File: src/rtl/duty_ramp_pkg.sv
`default_nettype none
// ============================================================================
// Module      : duty_ramp_pkg
// Description : Shared state encoding and prescaler width helper for the
//               duty_ramp soft-start / fade generator.
// Revision    : 1.0 - initial release
// ============================================================================
package duty_ramp_pkg;

    // Ramp state encoding. The unused code 2'd3 is treated as IDLE by the FSM.
    localparam logic [1:0] c_IDLE = 2'd0;
    localparam logic [1:0] c_UP   = 2'd1;
    localparam logic [1:0] c_DOWN = 2'd2;

    // Width of a counter that must hold 0..step_div-1 (never narrower than 1).
    function automatic int prescaler_width(input int step_div);
        int w;
        w = $clog2(step_div);
        return (w < 1) ? 1 : w;
    endfunction

endpackage : duty_ramp_pkg
`default_nettype wire

File: src/rtl/dffr.sv
`default_nettype none
// ============================================================================
// Module      : dffr
// Description : Generic D register with synchronous active-high reset.
// Ports       : clk  - clock
//               rst  - synchronous active-high reset
//               i_d  - next value
//               o_q  - registered value
// Revision    : 1.0 - initial release
// ============================================================================
module dffr #(
    parameter int               WIDTH     = 1,
    parameter logic [WIDTH-1:0] RESET_VAL = '0
) (
    input  logic             clk,
    input  logic             rst,
    input  logic [WIDTH-1:0] i_d,
    output logic [WIDTH-1:0] o_q
);

    always_ff @(posedge clk) begin
        if (rst) begin
            o_q <= RESET_VAL;
        end else begin
            o_q <= i_d;
        end
    end

endmodule : dffr
`default_nettype wire

File: src/rtl/step_prescaler.sv
`default_nettype none
// ============================================================================
// Module      : step_prescaler
// Description : Divides enabled clocks by STEP_DIV and emits a one-cycle tick
//               on the enabled cycle where the count wraps.
// Ports       : clk   - clock
//               reset - synchronous active-high reset
//               clr   - force the count back to zero (wins over en)
//               en    - advance the count this cycle
//               tick  - count is at STEP_DIV-1 and en is high
// Revision    : 1.0 - initial release
// ============================================================================
module step_prescaler
    import duty_ramp_pkg::*;
#(
    parameter int STEP_DIV = 1024
) (
    input  logic clk,
    input  logic reset,
    input  logic clr,
    input  logic en,
    output logic tick
);

    localparam int               DIV_W  = prescaler_width(STEP_DIV);
    localparam logic [DIV_W-1:0] c_LAST = DIV_W'(STEP_DIV - 1);

    logic [DIV_W-1:0] r_cnt;
    logic [DIV_W-1:0] w_cnt_nxt;
    logic             w_wrap;

    assign w_wrap = en && (r_cnt == c_LAST);

    always_comb begin
        w_cnt_nxt = r_cnt;
        if (clr || w_wrap) begin
            w_cnt_nxt = '0;
        end else if (en) begin
            w_cnt_nxt = r_cnt + DIV_W'(1);
        end
    end

    dffr #(
        .WIDTH (DIV_W)
    ) u_cnt (
        .clk (clk),
        .rst (reset),
        .i_d (w_cnt_nxt),
        .o_q (r_cnt)
    );

    // A clear (direction reversal) discards a coincident wrap.
    assign tick = w_wrap && !clr;

endmodule : step_prescaler
`default_nettype wire

File: src/rtl/duty_ramp.sv
`default_nettype none
// ============================================================================
// Module      : duty_ramp
// Description : Soft-start / fade generator feeding a pwm duty input. Steps
//               the output duty by +/-1 LSB every STEP_DIV enabled clocks
//               until it equals the captured target, then pulses done.
// Ports       : clk          - clock
//               reset        - synchronous active-high reset
//               enable       - 1 = ramp runs, 0 = prescaler/state/duty hold
//               target       - requested final duty
//               target_valid - capture target this cycle (always accepted)
//               duty         - registered duty to the pwm stage
//               busy         - registered, high while ramping up or down
//               done         - registered one-cycle pulse on arrival
// Options     : DUTY_RAMP_GAMMA_EN - when defined, duty is a registered
//               square-law map of the internal ramp value:
//               duty = (cur*cur + 2^WIDTH-1) >> WIDTH. Undefined: duty = cur.
// Revision    : 1.0 - initial release
// ============================================================================
module duty_ramp
    import duty_ramp_pkg::*;
#(
    parameter int WIDTH    = 4,
    parameter int STEP_DIV = 1024
) (
    input  logic             clk,
    input  logic             reset,
    input  logic             enable,
    input  logic [WIDTH-1:0] target,
    input  logic             target_valid,
    output logic [WIDTH-1:0] duty,
    output logic             busy,
    output logic             done
);

    logic [1:0]       r_state;
    logic [1:0]       w_state_nxt;
    logic [WIDTH-1:0] r_cur;
    logic [WIDTH-1:0] w_cur_nxt;
    logic [WIDTH-1:0] r_tgt;
    logic             r_busy;
    logic             r_done;
    logic             w_done_nxt;
    logic             w_clr;
    logic             w_pre_en;
    logic             w_tick;
    logic [WIDTH-1:0] w_cur_inc;
    logic [WIDTH-1:0] w_cur_dec;

    // Increment/decrement never wrap: the FSM only steps toward r_tgt.
    assign w_cur_inc = r_cur + WIDTH'(1);
    assign w_cur_dec = r_cur - WIDTH'(1);

    assign w_pre_en = enable && ((r_state == c_UP) || (r_state == c_DOWN));

    step_prescaler #(
        .STEP_DIV (STEP_DIV)
    ) u_prescaler (
        .clk   (clk),
        .reset (reset),
        .clr   (w_clr),
        .en    (w_pre_en),
        .tick  (w_tick)
    );

    // ------------------------------------------------------------------
    // Next-state logic. Decisions use the registered r_tgt, so a target
    // captured on the same edge as a step only takes effect one edge later.
    // ------------------------------------------------------------------
    always_comb begin
        w_state_nxt = r_state;
        w_cur_nxt   = r_cur;
        w_done_nxt  = 1'b0;
        w_clr       = 1'b0;

        case (r_state)
            c_IDLE: begin
                w_clr = 1'b1;
                if (enable) begin
                    if (r_tgt > r_cur) begin
                        w_state_nxt = c_UP;
                    end else if (r_tgt < r_cur) begin
                        w_state_nxt = c_DOWN;
                    end
                end
            end

            c_UP: begin
                if (enable) begin
                    if (r_tgt == r_cur) begin
                        // Retargeted onto the current value.
                        w_state_nxt = c_IDLE;
                        w_done_nxt  = 1'b1;
                    end else if (r_tgt < r_cur) begin
                        // Reversal restarts the step interval.
                        w_state_nxt = c_DOWN;
                        w_clr       = 1'b1;
                    end else if (w_tick) begin
                        w_cur_nxt = w_cur_inc;
                        if (w_cur_inc == r_tgt) begin
                            w_state_nxt = c_IDLE;
                            w_done_nxt  = 1'b1;
                        end
                    end
                end
            end

            c_DOWN: begin
                if (enable) begin
                    if (r_tgt == r_cur) begin
                        w_state_nxt = c_IDLE;
                        w_done_nxt  = 1'b1;
                    end else if (r_tgt > r_cur) begin
                        w_state_nxt = c_UP;
                        w_clr       = 1'b1;
                    end else if (w_tick) begin
                        w_cur_nxt = w_cur_dec;
                        if (w_cur_dec == r_tgt) begin
                            w_state_nxt = c_IDLE;
                            w_done_nxt  = 1'b1;
                        end
                    end
                end
            end

            default: begin
                w_state_nxt = c_IDLE;
                w_clr       = 1'b1;
            end
        endcase
    end

    always_ff @(posedge clk) begin
        if (reset) begin
            r_state <= c_IDLE;
            r_cur   <= '0;
            r_tgt   <= '0;
            r_busy  <= 1'b0;
            r_done  <= 1'b0;
        end else begin
            r_state <= w_state_nxt;
            r_cur   <= w_cur_nxt;
            r_busy  <= (w_state_nxt == c_UP) || (w_state_nxt == c_DOWN);
            r_done  <= w_done_nxt;
            // Target capture is independent of enable.
            if (target_valid) begin
                r_tgt <= target;
            end
        end
    end

    assign busy = r_busy;
    assign done = r_done;

`ifdef DUTY_RAMP_GAMMA_EN
    // Square-law curve computed from the next ramp value so the registered
    // duty stays cycle-aligned with the internal ramp value.
    localparam logic [2*WIDTH-1:0] c_ROUND = (2*WIDTH)'((1 << WIDTH) - 1);

    logic [2*WIDTH-1:0] w_sq;
    logic [2*WIDTH-1:0] w_sum;
    logic [WIDTH-1:0]   w_gamma;
    logic [WIDTH-1:0]   r_duty;

    // (2^W-1)^2 + 2^W-1 = 2^2W - 2^W, so the sum fits in 2*WIDTH bits.
    assign w_sq    = {{WIDTH{1'b0}}, w_cur_nxt} * {{WIDTH{1'b0}}, w_cur_nxt};
    assign w_sum   = w_sq + c_ROUND;
    assign w_gamma = w_sum[2*WIDTH-1:WIDTH];

    always_ff @(posedge clk) begin
        if (reset) begin
            r_duty <= '0;
        end else begin
            r_duty <= w_gamma;
        end
    end

    assign duty = r_duty;
`else
    assign duty = r_cur;
`endif

endmodule : duty_ramp
`default_nettype wire

File: config.mk
export PLATFORM = sky130hd
export DESIGN_NAME = duty_ramp
export DESIGN_NICKNAME = d
export VERILOG_FILES = /design/src/rtl/duty_ramp_pkg.sv /design/src/rtl/dffr.sv /design/src/rtl/step_prescaler.sv /design/src/rtl/duty_ramp.sv
export SDC_FILE = /design/constraint.sdc
export NUM_CORES = 1
export LEC_CHECK = 0
export BUFFER_PORTS_ARGS = -buffer_cell sky130_fd_sc_hd__buf_2
export CAP_MARGIN = 20
export CORE_UTILIZATION = 55
export CTS_CLUSTER_SIZE = 14
export DETAILED_ROUTE_END_ITERATION = 10
export GPL_ROUTABILITY_DRIVEN = 0
export PLACE_DENSITY = 0.75
export SLEW_MARGIN = 20
export SYNTH_ARGS = -nofsm -noshare
export SYNTH_HDL_FRONTEND = slang
export SYNTH_SLANG_ARGS = --single-unit
File: constraint.sdc
create_clock -name clk -period 3.1 [get_ports clk]
set_input_delay 0.31 -clock clk [delete_from_list [all_inputs] [get_ports clk]]
set_output_delay 0.31 -clock clk [all_outputs]
set_load 0.02 [all_outputs]
Word level (Yosys, flattened, before mapping)
Index checks and enable logic that the tools add are counted.
{"block": "classes", "magnitude_cmp": 2, "n_bitwise": 0, "mux": 41, "n_eq_ne": 16, "shift": 0, "n_div": 0, "n_mul": 0, "reduce_logical": 11, "addsub": 3}
{"operator": "$mux 4", "count": 8}
{"operator": "$mux 2", "count": 13}
{"operator": "$mux 1", "count": 16}
{"operator": "$eq 4x4->1", "count": 3}
{"operator": "$ne 2x2->1 const B", "count": 6}
{"operator": "$add 10x1->10 const B", "count": 1}
{"operator": "$eq 10x10->1 const B", "count": 1}
{"operator": "$reduce_and 9->1", "count": 1}
{"operator": "$pmux 4 s2", "count": 1}
{"operator": "$pmux 2 s3", "count": 1}
{"operator": "$add 4x1->4 const B", "count": 1}
{"operator": "$eq 2x1->1 const B", "count": 2}
{"operator": "$eq 2x2->1 const B", "count": 2}
{"operator": "$gt 4x4->1", "count": 1}
{"operator": "$lt 4x4->1", "count": 1}
{"operator": "$ne 2x1->1 const B", "count": 2}
{"operator": "$pmux 1 s2", "count": 2}
{"operator": "$sub 4x1->4 const B", "count": 1}
{"operator": "$logic_and 1x1->1", "count": 3}
{"operator": "$logic_or 1x1->1", "count": 3}
{"operator": "$logic_not 2->1", "count": 1}
{"operator": "$reduce_bool 2->1", "count": 1}
{"operator": "$reduce_or 2->1", "count": 1}
{"operator": "$logic_not 1->1", "count": 1}
{"block": "word_totals", "mem_bits_rw": 0, "latchBits": 0, "input_bits": 8, "reg_bits": 22, "romBits": 0, "word_cells": 79, "n_memories": 0, "output_inout_bits": 6}

Depth between registers and ports, before layout
Gate-level depths: netlist of run 1.
{"block": "depth", "depth_word": 14, "depth_mapped": 10, "depth_no_buf": 9}

Cells and area by module
Synthesis of run 1 repeated with hierarchy kept, for this count alone.
{"block": "hier_totals", "hier_cells": 173, "hier_area_um2": 1483.9}
{"module": "duty_ramp", "cells_each": 110, "instances": 1, "area_per_inst_um2": 929.6}
{"module": "step_prescaler", "cells_each": 43, "instances": 1, "area_per_inst_um2": 291.5}
{"module": "dffr", "cells_each": 20, "instances": 1, "area_per_inst_um2": 262.8}

Worst setup path after synthesis of run 1
Ideal clock, no wire load.
{"block": "synth_path", "path_kind": "register to register", "from": "register r_cur[1] (netlist: duty[1])", "to": "register u_prescaler.u_cnt.o_q[1]", "required_ps": 3029, "slack_ps": 503, "arrival_ps": 2527, "path_buffers": 1, "setup_time_ps": 71, "path_stages_with_launch": 10, "path_cell_list": "dfxtp_1 inv_1 ha_1 nor2b_1 o211ai_1 a21oi_1 a21o_1 or4bb_2 clkbuf_1 a21oi_1"}
{"block": "synth_via", "elab_chain_cells": 7, "elab_cells_between_ends": 12, "cone_classes": "order compare: 2; eq/ne: 1; mux: 7; reduce/logical: 2"}
{"item": "start, declared", "line_no": "duty_ramp.sv:38", "rtl": "logic [WIDTH-1:0] r_cur;"}
{"item": "start signal, assigned", "line_no": "duty_ramp.sv:142", "rtl": "r_cur <= w_cur_nxt;"}
{"item": "$gt 4x4->1 or $lt 4x4->1 (tied branches)", "line_no": "duty_ramp.sv:113, duty_ramp.sv:94"}
{"item": "$mux 1 (on tied branches)", "line_no": "duty_ramp.sv:113, duty_ramp.sv:94"}
{"item": "$mux 1 (on tied branches)", "line_no": "duty_ramp.sv:110, duty_ramp.sv:90"}
{"item": "$mux 1 (on tied branches)", "line_no": "duty_ramp.sv:109, duty_ramp.sv:89"}
{"item": "$pmux 1 s2 (*)", "line_no": "duty_ramp.sv:76", "rtl": "case (r_state)"}
{"item": "$logic_or 1x1->1 (*)", "line_no": "step_prescaler.sv:36", "rtl": "if (clr || w_wrap) begin"}
{"item": "$reduce_or 2->1 (no source line) (*)"}
{"item": "end signal, assigned", "line_no": "dffr.sv:25", "rtl": "o_q <= i_d;"}
{"item": "end, declared", "line_no": "dffr.sv:18", "rtl": "output logic [WIDTH-1:0] o_q"}
Mark *: on every way between the ends. The rest lies on a longest branch, timed or not.
A chain may end at the register's enable or synchronous reset.

Worst setup path in the final report of run 1
{"block": "layout_path", "from": "register r_state[0]", "to": "register r_busy (netlist: busy)"}
{"block": "layout_via", "elab_chain_cells": 12, "elab_cells_between_ends": 26, "cone_classes": "eq/ne: 4; mux: 15; reduce/logical: 7"}
{"item": "start, declared", "line_no": "duty_ramp.sv:36", "rtl": "logic [1:0] r_state;"}
{"item": "start signal, assigned", "line_no": "duty_ramp.sv:135", "rtl": "r_state <= c_IDLE;"}
{"item": "start signal, assigned", "line_no": "duty_ramp.sv:141", "rtl": "r_state <= w_state_nxt;"}
{"item": "branches (longest 9 deep; another with $eq 2x2->1)"}
{"item": "$pmux 2 s3 (*)", "line_no": "duty_ramp.sv:76"}
{"item": "$eq 2x1->1 or $eq 2x2->1 (tied branches)", "line_no": "duty_ramp.sv:143", "rtl": "r_busy <= (w_state_nxt == c_UP) || (w_state_nxt == c_DOWN);"}
{"item": "$logic_or 1x1->1 (*)", "line_no": "duty_ramp.sv:143"}
{"item": "end signal, assigned", "line_no": "duty_ramp.sv:143"}
{"item": "end, declared", "line_no": "duty_ramp.sv:41", "rtl": "logic r_busy;"}
Mark *: on every way between the ends.

==> flow_summary_export.csv, run 1 <==
group,metric,value,unit
detailed_routing,vias_per_cell,6.000,
synthesis,synth_top_area_share,29.98,%
critical_path,critPathSlowestCell,"or4_4",
critical_path,worst_ep_arrival_time,3.08,ns
synthesis,syn_inst,168,
sta,min_period,2.824,ns
final_layout,multi_input_area,953.4,um^2
sta,setup_viol,0,
final_layout,final_cell_mix,"22 x dfxtp_1, 21 x nor2_1, 13 x buf_2, 12 x nand2_1, 11 x ha_1",
die,die_area,2882,um^2
clocking,cts_max_level,1,
sta,period_share,91.09,%
critical_path,path_cells,"inv_1 > ha_1 > and4_4 > nand4_2 > or4_4 > a2111oi_4 > o211ai_2 > and3_4 > nor3_2",
die,fp.dieH,53.68,um
sta,hold_viol,0,
clocking,cts.clk_slew.worst_paths,0.14,ns
synthesis,synth_area,1469,um^2
critical_path,startpoint,"r_state[0]$_SDFF_PP0_",
critical_path,crit_path_start_kind,"flip-flop",
sta,setup_ws,0.2762,ns
final_layout,mostFrequentLayoutCell,"dfxtp_1",
clocking,cts_root_buffer,"clkbuf_4",
detailed_routing,vias,1254,
synthesis,synthFlopType,"dfxtp_1",
hold_path,hold_class,"input port to flip-flop",
sta,clock_skew,0.007751,ns
grt,grt.total_usage,23.66,%
clocking,tritoncts,"built",
synthesis,yosys_warnings,0,
sta,slew_violations,0,
synthesis,syn_avg_cell_area,8.744,um^2
sta,fmax,354.1,MHz
final_layout,nets,199,
final_layout,regArea,440.4,um^2
final_layout,drive_gt1_share,17.88,%
synthesis,ys_seq_elements,22,
detailed_routing,drc_errors,0,
synthesis,synth_edf_count,0,
grt,grt-ovfl-total,0,
flow_run,maxCapViolations,0,
placed_design,place_hpwl,2.244,mm
synthesis,yosysTopAreaCell,"dfxtp_1",
critical_path,worst-endpoint-required,3.36,ns
grt,grt_pass1_wl,5.002,mm
final_layout,syn2layout_area_growth,7.751,%
critical_path,ff2ff_path_depth,9,
synthesis,syn_nets,187,
synthesis,synth.distinct_cells,46,
clocking,cts_made_buffers,3,
power_and_ir_drop,power,0.6555,mW
clocking,ctsResizeCount,0,
synthesis,synth.area.top_cells,"dfxtp_1 30%, ha_1 9.4%, nor2_1 5.4%",
sta,max-slew-margin-rel,59.28,%
synthesis,async_flop_share,0,%
placed_design,place_ws,0.3547,ns
detailed_routing,m1WireLength,1.359,mm
critical_path,end_kind,"flip-flop",
die,die_w,53.68,um
power_and_ir_drop,p_leak,0.6218,nW
power_and_ir_drop,peakVddDrop,0.3568,mV
die,start_util,58.76,%
sta,tns,0,ns
sta,tightest_slew,0.6052,ns
grt,grt_antenna_before_repair,0,
clocking,hold_buffers,0,
synthesis,ys_seq_area_share,29.98,%
detailed_routing,topRoutingLayerUsed,"met4",
die,num_rows,18,
detailed_routing,wl,2.958,mm
grt,grt_max_degree,14,
detailed_routing,dr_wl_met3,124,um
die,core,2500,um^2
outcome,status,"finished, final reports clean",
die,ios,14,
sta,rsz0062_at_grt,"no",
final_layout,antenna_cells,0,
placed_design,numPortBuffers,13,
critical_path,crit-reg2reg-launch,"r_state[0]$_SDFF_PP0_",
critical_path,critPathKind,"flip-flop to flip-flop",
detailed_routing,ant_nets,0,
detailed_routing,drt-pass1-iter-count,5,
detailed_routing,drt_iter0_markers,22,
clocking,postCtsSetupRepairBufs,0,
clocking,cts_max_path_buffers,2,
final_layout,fill_cells,213,
clocking,clkSinkCount,22,
critical_path,reg2reg_to,"busy$_SDFF_PP0_",
detailed_routing,met2_length,1.445,mm
power_and_ir_drop,powerDensity,414.1,nW/um^2
detailed_routing,wl_per_cell,14.15,um
critical_path,max_stage_delay,0.56,ns
critical_path,path_max_fanout,6,
grt,grt_pass1_vias,1137,
clocking,clk_latency,0.31,ns
critical_path,reg2reg_slack,0.28,ns
critical_path,endpoint,"busy$_SDFF_PP0_",
-- routing by layer --
metal | up-vias | track usage, %
li1 | 617 | -
met1 | 590 | 30.36
met2 | 43 | 40.74
met3 | 4 | 3.672
met4 | 0 | 6.140
met5 | - | 0
-- per-stage QoR --
stage	hold WS (ns)	instance area [um^2]	utilization, %	instances
floorplan	0.4489	1469	-	168
global placement	0.4588	1530	61.21	205
detailed placement	0.4765	1530	61.21	205
CTS	0.2239	1583	63.31	209
global route	0.2285	1583	63.31	209
finish	0.2251	1583	63.31	209
-- kinds of logic after synthesis --
logic type / after synthesis / synth area share [%]
simple gates: 69 / 26.41
compound gates: 28 / 13.54
flops: 22 / 29.98
xor+xnor: 18 / 12.18
buf+inv: 15 / 5.111
fa+ha+maj: 11 / 9.370
mux: 5 / 3.407
-- flip-flops by register name, indices dropped and copies added (netlist names) --
signal                 cells
u_prescaler.u_cnt.o_q     10
duty                       4
r_tgt                      4
r_state                    2
busy                       1
done                       1
-- final cells by class --
class / instances / share of cell area [%]
multi-input combinational: 131 / 60.24
sequential: 22 / 27.83
timing repair buffer: 13 / 4.111
tap: 30 / 2.372
inverter: 9 / 2.134
clock inverter: 1 / 1.897
clock buffer: 3 / 1.423
-- worst min-delay path by stage --
stage / startpoint / endpoint / cells after the start
6_report: target[0] / r_tgt[0]$_SDFFE_PP0P_ / 3
5_1_grt: target[0] / r_tgt[0]$_SDFFE_PP0P_ / 3
4_1_cts: target[0] / r_tgt[0]$_SDFFE_PP0P_ / 3
3_5_place_dp: u_prescaler.u_cnt.o_q[1]$_SDFFE_PP0P_ / u_prescaler.u_cnt.o_q[1]$_SDFFE_PP0P_ / 2
3_3_place_gp: u_prescaler.u_cnt.o_q[1]$_SDFFE_PP0P_ / u_prescaler.u_cnt.o_q[1]$_SDFFE_PP0P_ / 2
2_1_floorplan: u_prescaler.u_cnt.o_q[1]$_SDFFE_PP0P_ / u_prescaler.u_cnt.o_q[1]$_SDFFE_PP0P_ / 2
-- worst max-delay path: cells and delay by family (launching register included) --
family / cells / cell delay, ns
buffers and inverters: 1 / 0.12
and+or+nand+nor: 5 / 1.30
DFF: 1 / 0.47
adders and majority gates: 1 / 0.36
AOI/OAI and AO/OA: 2 / 0.52
-- cell usage after synthesis, types with 2 or more instances --
library cell,n
dfxtp_1,22
nor2_1,21
nand2_1,12
ha_1,11
a21oi_1,10
inv_1,9
xor2_1,9
nand3_1,7
xnor2_1,7
mux2i_1,5
o21ai_0,5
nand4_1,4
a211oi_1,3
and2_2,3
and4_1,3
nor3_1,3
clkbuf_1,2
dlygate4sd1_1,2
nor2b_1,2
or3_1,2
-- power by group --
part	switching (mW)	total, mW	internal, mW
Clock	0.0937	0.224	0.131
Sequential	0.00848	0.300	0.291
Combinational	0.0812	0.131	0.0501
Total	0.183	0.655	0.472
Note: power is estimated with default switching activity, not from simulation.
==> run 2: changes to the inputs <==
RECOVER_POWER = 25   (was not set)
==> flow_summary_export.csv, run 2 (same netlist as run 1, synthesis figures left out) <==
group,metric,value,unit
outcome,status,"finished, final reports clean",
detailed_routing,met2_length,1.441,mm
grt,grt_pass1_wl,5.002,mm
final_layout,drive_gt1_share,16.20,%
sta,setup_viol,0,
hold_path,hold_class,"input port to flip-flop",
detailed_routing,vias_per_cell,5.981,
sta,min_period,2.824,ns
power_and_ir_drop,peakVddDrop,0.3567,mV
detailed_routing,ant_nets,0,
hold_path,holdPathEnd,"r_tgt[0]$_SDFFE_PP0P_",
placed_design,numPortBuffers,13,
final_layout,nets,199,
detailed_routing,m1WireLength,1.370,mm
die,core,2500,um^2
grt,grt.total_usage,23.66,%
hold_path,hp-start,"target[0]",
detailed_routing,wl,2.966,mm
sta,hold_viol,0,
die,die_w,53.68,um
sta,hold_ws,0.2251,ns
die,start_util,58.76,%
power_and_ir_drop,power,0.6549,mW
sta,tns,0,ns
sta,fmax,354.1,MHz
detailed_routing,topRoutingLayerUsed,"met4",
clocking,cts_made_buffers,3,
detailed_routing,drt-pass1-iter-count,5,
clocking,cts_max_path_buffers,2,
critical_path,worst-endpoint-required,3.36,ns
die,die_area,2882,um^2
detailed_routing,vias,1250,
sta,setup_ws,0.2762,ns
clocking,hold_buffers,0,
clocking,cts.clk_slew.worst_paths,0.14,ns
detailed_routing,wl_per_cell,14.19,um
critical_path,reg2reg_slack,0.28,ns
die,ios,14,
detailed_routing,drc_errors,0,
grt,grt-ovfl-total,0,
flow_run,maxCapViolations,0,
power_and_ir_drop,powerDensity,414.8,nW/um^2
sta,max-slew-margin-rel,59.28,%
sta,clock_skew,0.007741,ns
final_layout,largest_reg_flops,10,
clocking,tritoncts,"built",
clocking,clkSinkCount,22,
die,num_rows,18,
sta,slew_violations,0,
sta,tightest_slew,0.6052,ns
sta,rsz0062_at_grt,"no",
final_layout,final_cell_mix,"22 x dfxtp_1, 21 x nor2_1, 12 x nand2_1, 11 x ha_1",
final_layout,regMostFlops,"u_prescaler.u_cnt.o_q",
die,fp.dieH,53.68,um
critical_path,critPathKind,"flip-flop to flip-flop",
final_layout,mostFrequentLayoutCell,"dfxtp_1",
detailed_routing,dr_wl_met3,126,um
critical_path,worst_ep_arrival_time,3.08,ns
clocking,postCtsSetupRepairBufs,0,
grt,grt_pass1_vias,1137,
critical_path,crit-reg2reg-launch,"r_state[0]$_SDFF_PP0_",
final_layout,antenna_cells,0,
grt,grt_antenna_before_repair,0,
critical_path,path_max_fanout,6,
clocking,ctsResizeCount,0,
detailed_routing,drt_iter0_markers,22,
clocking,cts_max_level,1,
final_layout,syn2layout_area_growth,7.495,%
hold_path,min_path_cells,3,
critical_path,crit_path_start_kind,"flip-flop",
critical_path,end_kind,"flip-flop",
power_and_ir_drop,p_leak,0.6091,nW
critical_path,ff2ff_path_depth,9,
grt,grt_max_degree,14,
placed_design,place_ws,0.3547,ns
critical_path,reg2reg_to,"busy$_SDFF_PP0_",
clocking,cts_root_buffer,"clkbuf_4",
placed_design,place_hpwl,2.244,mm
sta,period_share,91.09,%
clocking,clk_latency,0.31,ns
==> run 2: changes by cell type in the layout (fill, tap and decap cells not counted) <==
cell / change
buf_2: -3
clkbuf_1: +3
==> run 2: cell type report <==
type	count	area (um^2)
multi-input cells	131	953.4
fillers	215	920.9
flip-flops and latches	22	440.4
repair buffers	13	61.31
well taps	30	37.54
inverters	9	33.78
clock inverters	1	30.03
clock buffers	3	22.52
==> run 2: metrics by stage <==
stage / instances / instance area [um^2] / util, %
finish: 209 / 1579 / 63.16
global route: 209 / 1579 / 63.16
CTS: 209 / 1583 / 63.31
detailed placement: 205 / 1530 / 61.21
global placement: 205 / 1530 / 61.21
floorplan: 168 / 1469 / -
==> run 2: how the worst max path moves through the flow <==
stage | from | endpoint | slack [ns] | cells past startpoint
CTS | r_state[0]$_SDFF_PP0_ | busy$_SDFF_PP0_ | 0.32 | 9
finish | r_state[0]$_SDFF_PP0_ | busy$_SDFF_PP0_ | 0.28 | 9
detailed placement | r_state[0]$_SDFF_PP0_ | busy$_SDFF_PP0_ | 0.35 | 9
floorplan | duty[1]$_SDFFE_PP0P_ | u_prescaler.u_cnt.o_q[1]$_SDFFE_PP0P_ | 0.50 | 9
global placement | r_state[0]$_SDFF_PP0_ | busy$_SDFF_PP0_ | 0.45 | 9
global route | r_state[0]$_SDFF_PP0_ | busy$_SDFF_PP0_ | 0.18 | 9
==> run 2: report_power, final <==
| group | internal [mW] | total (mW) | switching, mW |
|---|---|---|---|
| Sequential | 0.291 | 0.300 | 0.00865 |
| Clock | 0.131 | 0.224 | 0.0937 |
| Combinational | 0.0494 | 0.131 | 0.0812 |
| Total | 0.471 | 0.655 | 0.184 |
==> run 2: metal layers <==
layer	global-route usage (%)	up-vias
li1	-	617
met1	30.36	586
met2	40.74	43
met3	3.672	4
met4	6.140	0
met5	0	-
==> run 2: critical path, cell delays in order, from the launching register on <==
cell and delay (ns):
dfxtp_1 0.47, inv_1 0.12, ha_1 0.36, and4_4 0.27
nand4_2 0.14, or4_4 0.56, a2111oi_4 0.36, o211ai_2 0.16
and3_4 0.20, nor3_2 0.13
==> run 3: changes to the inputs <==
ABC_AREA = 1   (was not set)
ABC_CLOCK_PERIOD_IN_PS = 3100   (was not set)
==> flow_summary_export.csv, run 3 <==
group,metric,value,unit
clocking,ctsResizeCount,0,
final_layout,drive_gt1_share,9.623,%
sta,rsz0062_at_grt,"no",
critical_path,end_kind,"flip-flop",
grt,grt_max_degree,13,
clocking,cts_max_path_buffers,2,
power_and_ir_drop,p_leak,0.7852,nW
sta,slew_violations,0,
synthesis,synthFlopType,"dfxtp_1",
clocking,clk_latency,0.30,ns
critical_path,cp_top_family,"simple AND/OR/NAND/NOR gates",
critical_path,worst_ep_arrival_time,2.80,ns
critical_path,critPathKind,"flip-flop to flip-flop",
sta,clock_skew,0.006858,ns
synthesis,ys_seq_area_share,29.02,%
synthesis,synth.most_common_cell,"nand2_1",
synthesis,synth_edf_count,0,
final_layout,largest_reg_flops,10,
placed_design,place_hpwl,2.308,mm
die,start_util,59.64,%
synthesis,synth.area.top_cells,"dfxtp_1 29%, nand2_1 12%, ha_1 9.1%",
final_layout,fin_util,64.01,%
critical_path,max_stage_delay,0.51,ns
power_and_ir_drop,power,0.6346,mW
synthesis,ys_seq_elements,22,
detailed_routing,wl_per_cell,11.16,um
flow_run,maxCapViolations,0,
die,die_w,54.53,um
critical_path,path_cells,"inv_1 > ha_1 > nand4_1 > nand2_1 > nand2_1 > nand3_2 > and2_2 > nand2_2 > nor3_4 > nor2_1 > a311oi_1",
critical_path,crit_path_start_kind,"flip-flop",
clocking,postCtsSetupRepairBufs,0,
hold_path,min_path_cells,3,
critical_path,crit_buf_inv,1,
critical_path,cp_common_cell,"nand2_1",
synthesis,yosysTopAreaCell,"dfxtp_1",
detailed_routing,wl,3.002,mm
final_layout,mostFrequentLayoutCell,"nand2_1",
synthesis,syn_nets,244,
placed_design,dp_cells,265,
final_layout,finalNonFillerCells,269,
clocking,clkSinkCount,22,
placed_design,numPortBuffers,13,
detailed_routing,drt-pass1-iter-count,4,
detailed_routing,drt_iter0_markers,38,
die,num_rows,18,
hold_path,hold_class,"input port to flip-flop",
synthesis,synthTopCellsByCount,"50 x nand2_1, 36 x inv_1, 28 x nor2_1, 22 x dfxtp_1, 21 x nand3_1",
detailed_routing,vias,1416,
die,die_area,2974,um^2
sta,period_share,83.14,%
clocking,cts_root_buffer,"clkbuf_4",
detailed_routing,ant_nets,0,
power_and_ir_drop,powerDensity,389.5,nW/um^2
detailed_routing,vias_per_cell,5.264,
sta,max-slew-margin-rel,71.70,%
critical_path,path_depth,11,
grt,grt_antenna_before_repair,0,
clocking,cts_made_buffers,3,
synthesis,synth_area,1518,um^2
synthesis,synth_top_area_share,29.02,%
clocking,hold_buffers,0,
critical_path,ff2ff_path_depth,11,
sta,tightest_slew,0.4206,ns
grt,grt-ovfl-total,0,
sta,min_period,2.577,ns
final_layout,nets,259,
sta,tns,0,ns
clocking,cts.clk_slew.worst_paths,0.12,ns
synthesis,syn_avg_cell_area,6.745,um^2
clocking,cts_max_level,1,
clocking,tritoncts,"built",
synthesis,syn_inst,225,
grt,grt_pass1_vias,1230,
synthesis,yosys_warnings,0,
final_layout,fin_area,1629,um^2
die,fp.dieH,54.53,um
critical_path,worst-endpoint-required,3.33,ns
detailed_routing,drc_errors,0,
critical_path,critPathSlowestCell,"dfxtp_1",
die,core,2545,um^2
sta,hold_viol,0,
synthesis,synth.distinct_cells,28,
grt,grt.total_usage,23.71,%
die,ios,14,
placed_design,place_area,1598,um^2
sta,setup_viol,0,
final_layout,final_cell_mix,"50 x nand2_1, 36 x inv_1, 28 x nor2_1, 22 x dfxtp_1, 21 x nand3_1",
final_layout,regMostFlops,"u_prescaler.u_cnt.o_q",
critical_path,path_max_fanout,10,
final_layout,syn2layout_area_growth,7.337,%
outcome,status,"finished, final reports clean",
sta,fmax,388.0,MHz
power_and_ir_drop,peakVddDrop,0.2899,mV
final_layout,antenna_cells,0,
grt,grt_pass1_wl,5.085,mm
synthesis,async_flop_share,0,%
==> run 3: worst paths after layout <==
path / startpoint / end / slack (ns)
setup / recovery: duty[2]$_SDFFE_PP0P_ / duty[3]$_SDFFE_PP0P_ / 0.52
hold / removal: target[1] / r_tgt[1]$_SDFFE_PP0P_ / 0.22
setup reg to reg: duty[2]$_SDFFE_PP0P_ / duty[3]$_SDFFE_PP0P_ / 0.52
hold reg to reg: r_tgt[0]$_SDFFE_PP0P_ / r_tgt[0]$_SDFFE_PP0P_ / 0.48
==> run 3: cells by family after synthesis <==
kind of cell	after synthesis	synth area share, %
AO/OA/AOI/OAI	25	9.069
XOR/XNOR	8	4.616
adder cells (fa/ha/maj)	11	9.068
buffers and inverters	39	10.39
flip-flops	22	29.02
AND/OR/NAND/NOR	120	37.84
==> run 3: power breakdown <==
| group | leakage, nW | total [mW] | switching (mW) | internal (mW) |
|---|---|---|---|---|
| registers | 0.179 | 0.306 | 0.0102 | 0.296 |
| clock network | 0.0210 | 0.157 | 0.0855 | 0.0716 |
| logic | 0.585 | 0.171 | 0.115 | 0.0567 |
==> run 3: worst register-to-register path: cells and delay by family, from the launching register on <==
kind / cells / cell delay [ns]
fa+ha+maj: 1 / 0.33
flops: 1 / 0.51
buf+inv: 1 / 0.15
compound gates: 1 / 0.19
simple gates: 8 / 1.31
==> run 3: metal layers <==
layer	vias up	track usage (%)	wire, um
li1	752	-	-
met1	630	34.29	1511
met2	32	35.77	1314
met3	2	3.333	156
met4	0	7.692	20
met5	-	0	0
==> run 3: layout make-up <==
| class | instances | area [um^2] |
|---|---|---|
| clock buffers | 4 | 36.28 |
| fillers | 249 | 915.9 |
| inverters | 36 | 135.1 |
| multi-input cells | 164 | 919.6 |
| flip-flops and latches | 22 | 440.4 |
| well taps | 30 | 37.54 |
| repair buffers | 13 | 60.06 |
==> run 3: stage by stage <==
| step | hold slack (ns) | worst slack (ns) |
|---|---|---|
| final | 0.2177 | 0.5225 |
| after floorplan | 0.3880 | 0.8425 |
| after global routing | 0.2231 | 0.3111 |
| after detailed placement | 0.4627 | 0.5941 |
| after CTS | 0.2080 | 0.5659 |
| after global placement | 0.4564 | 0.5694 |
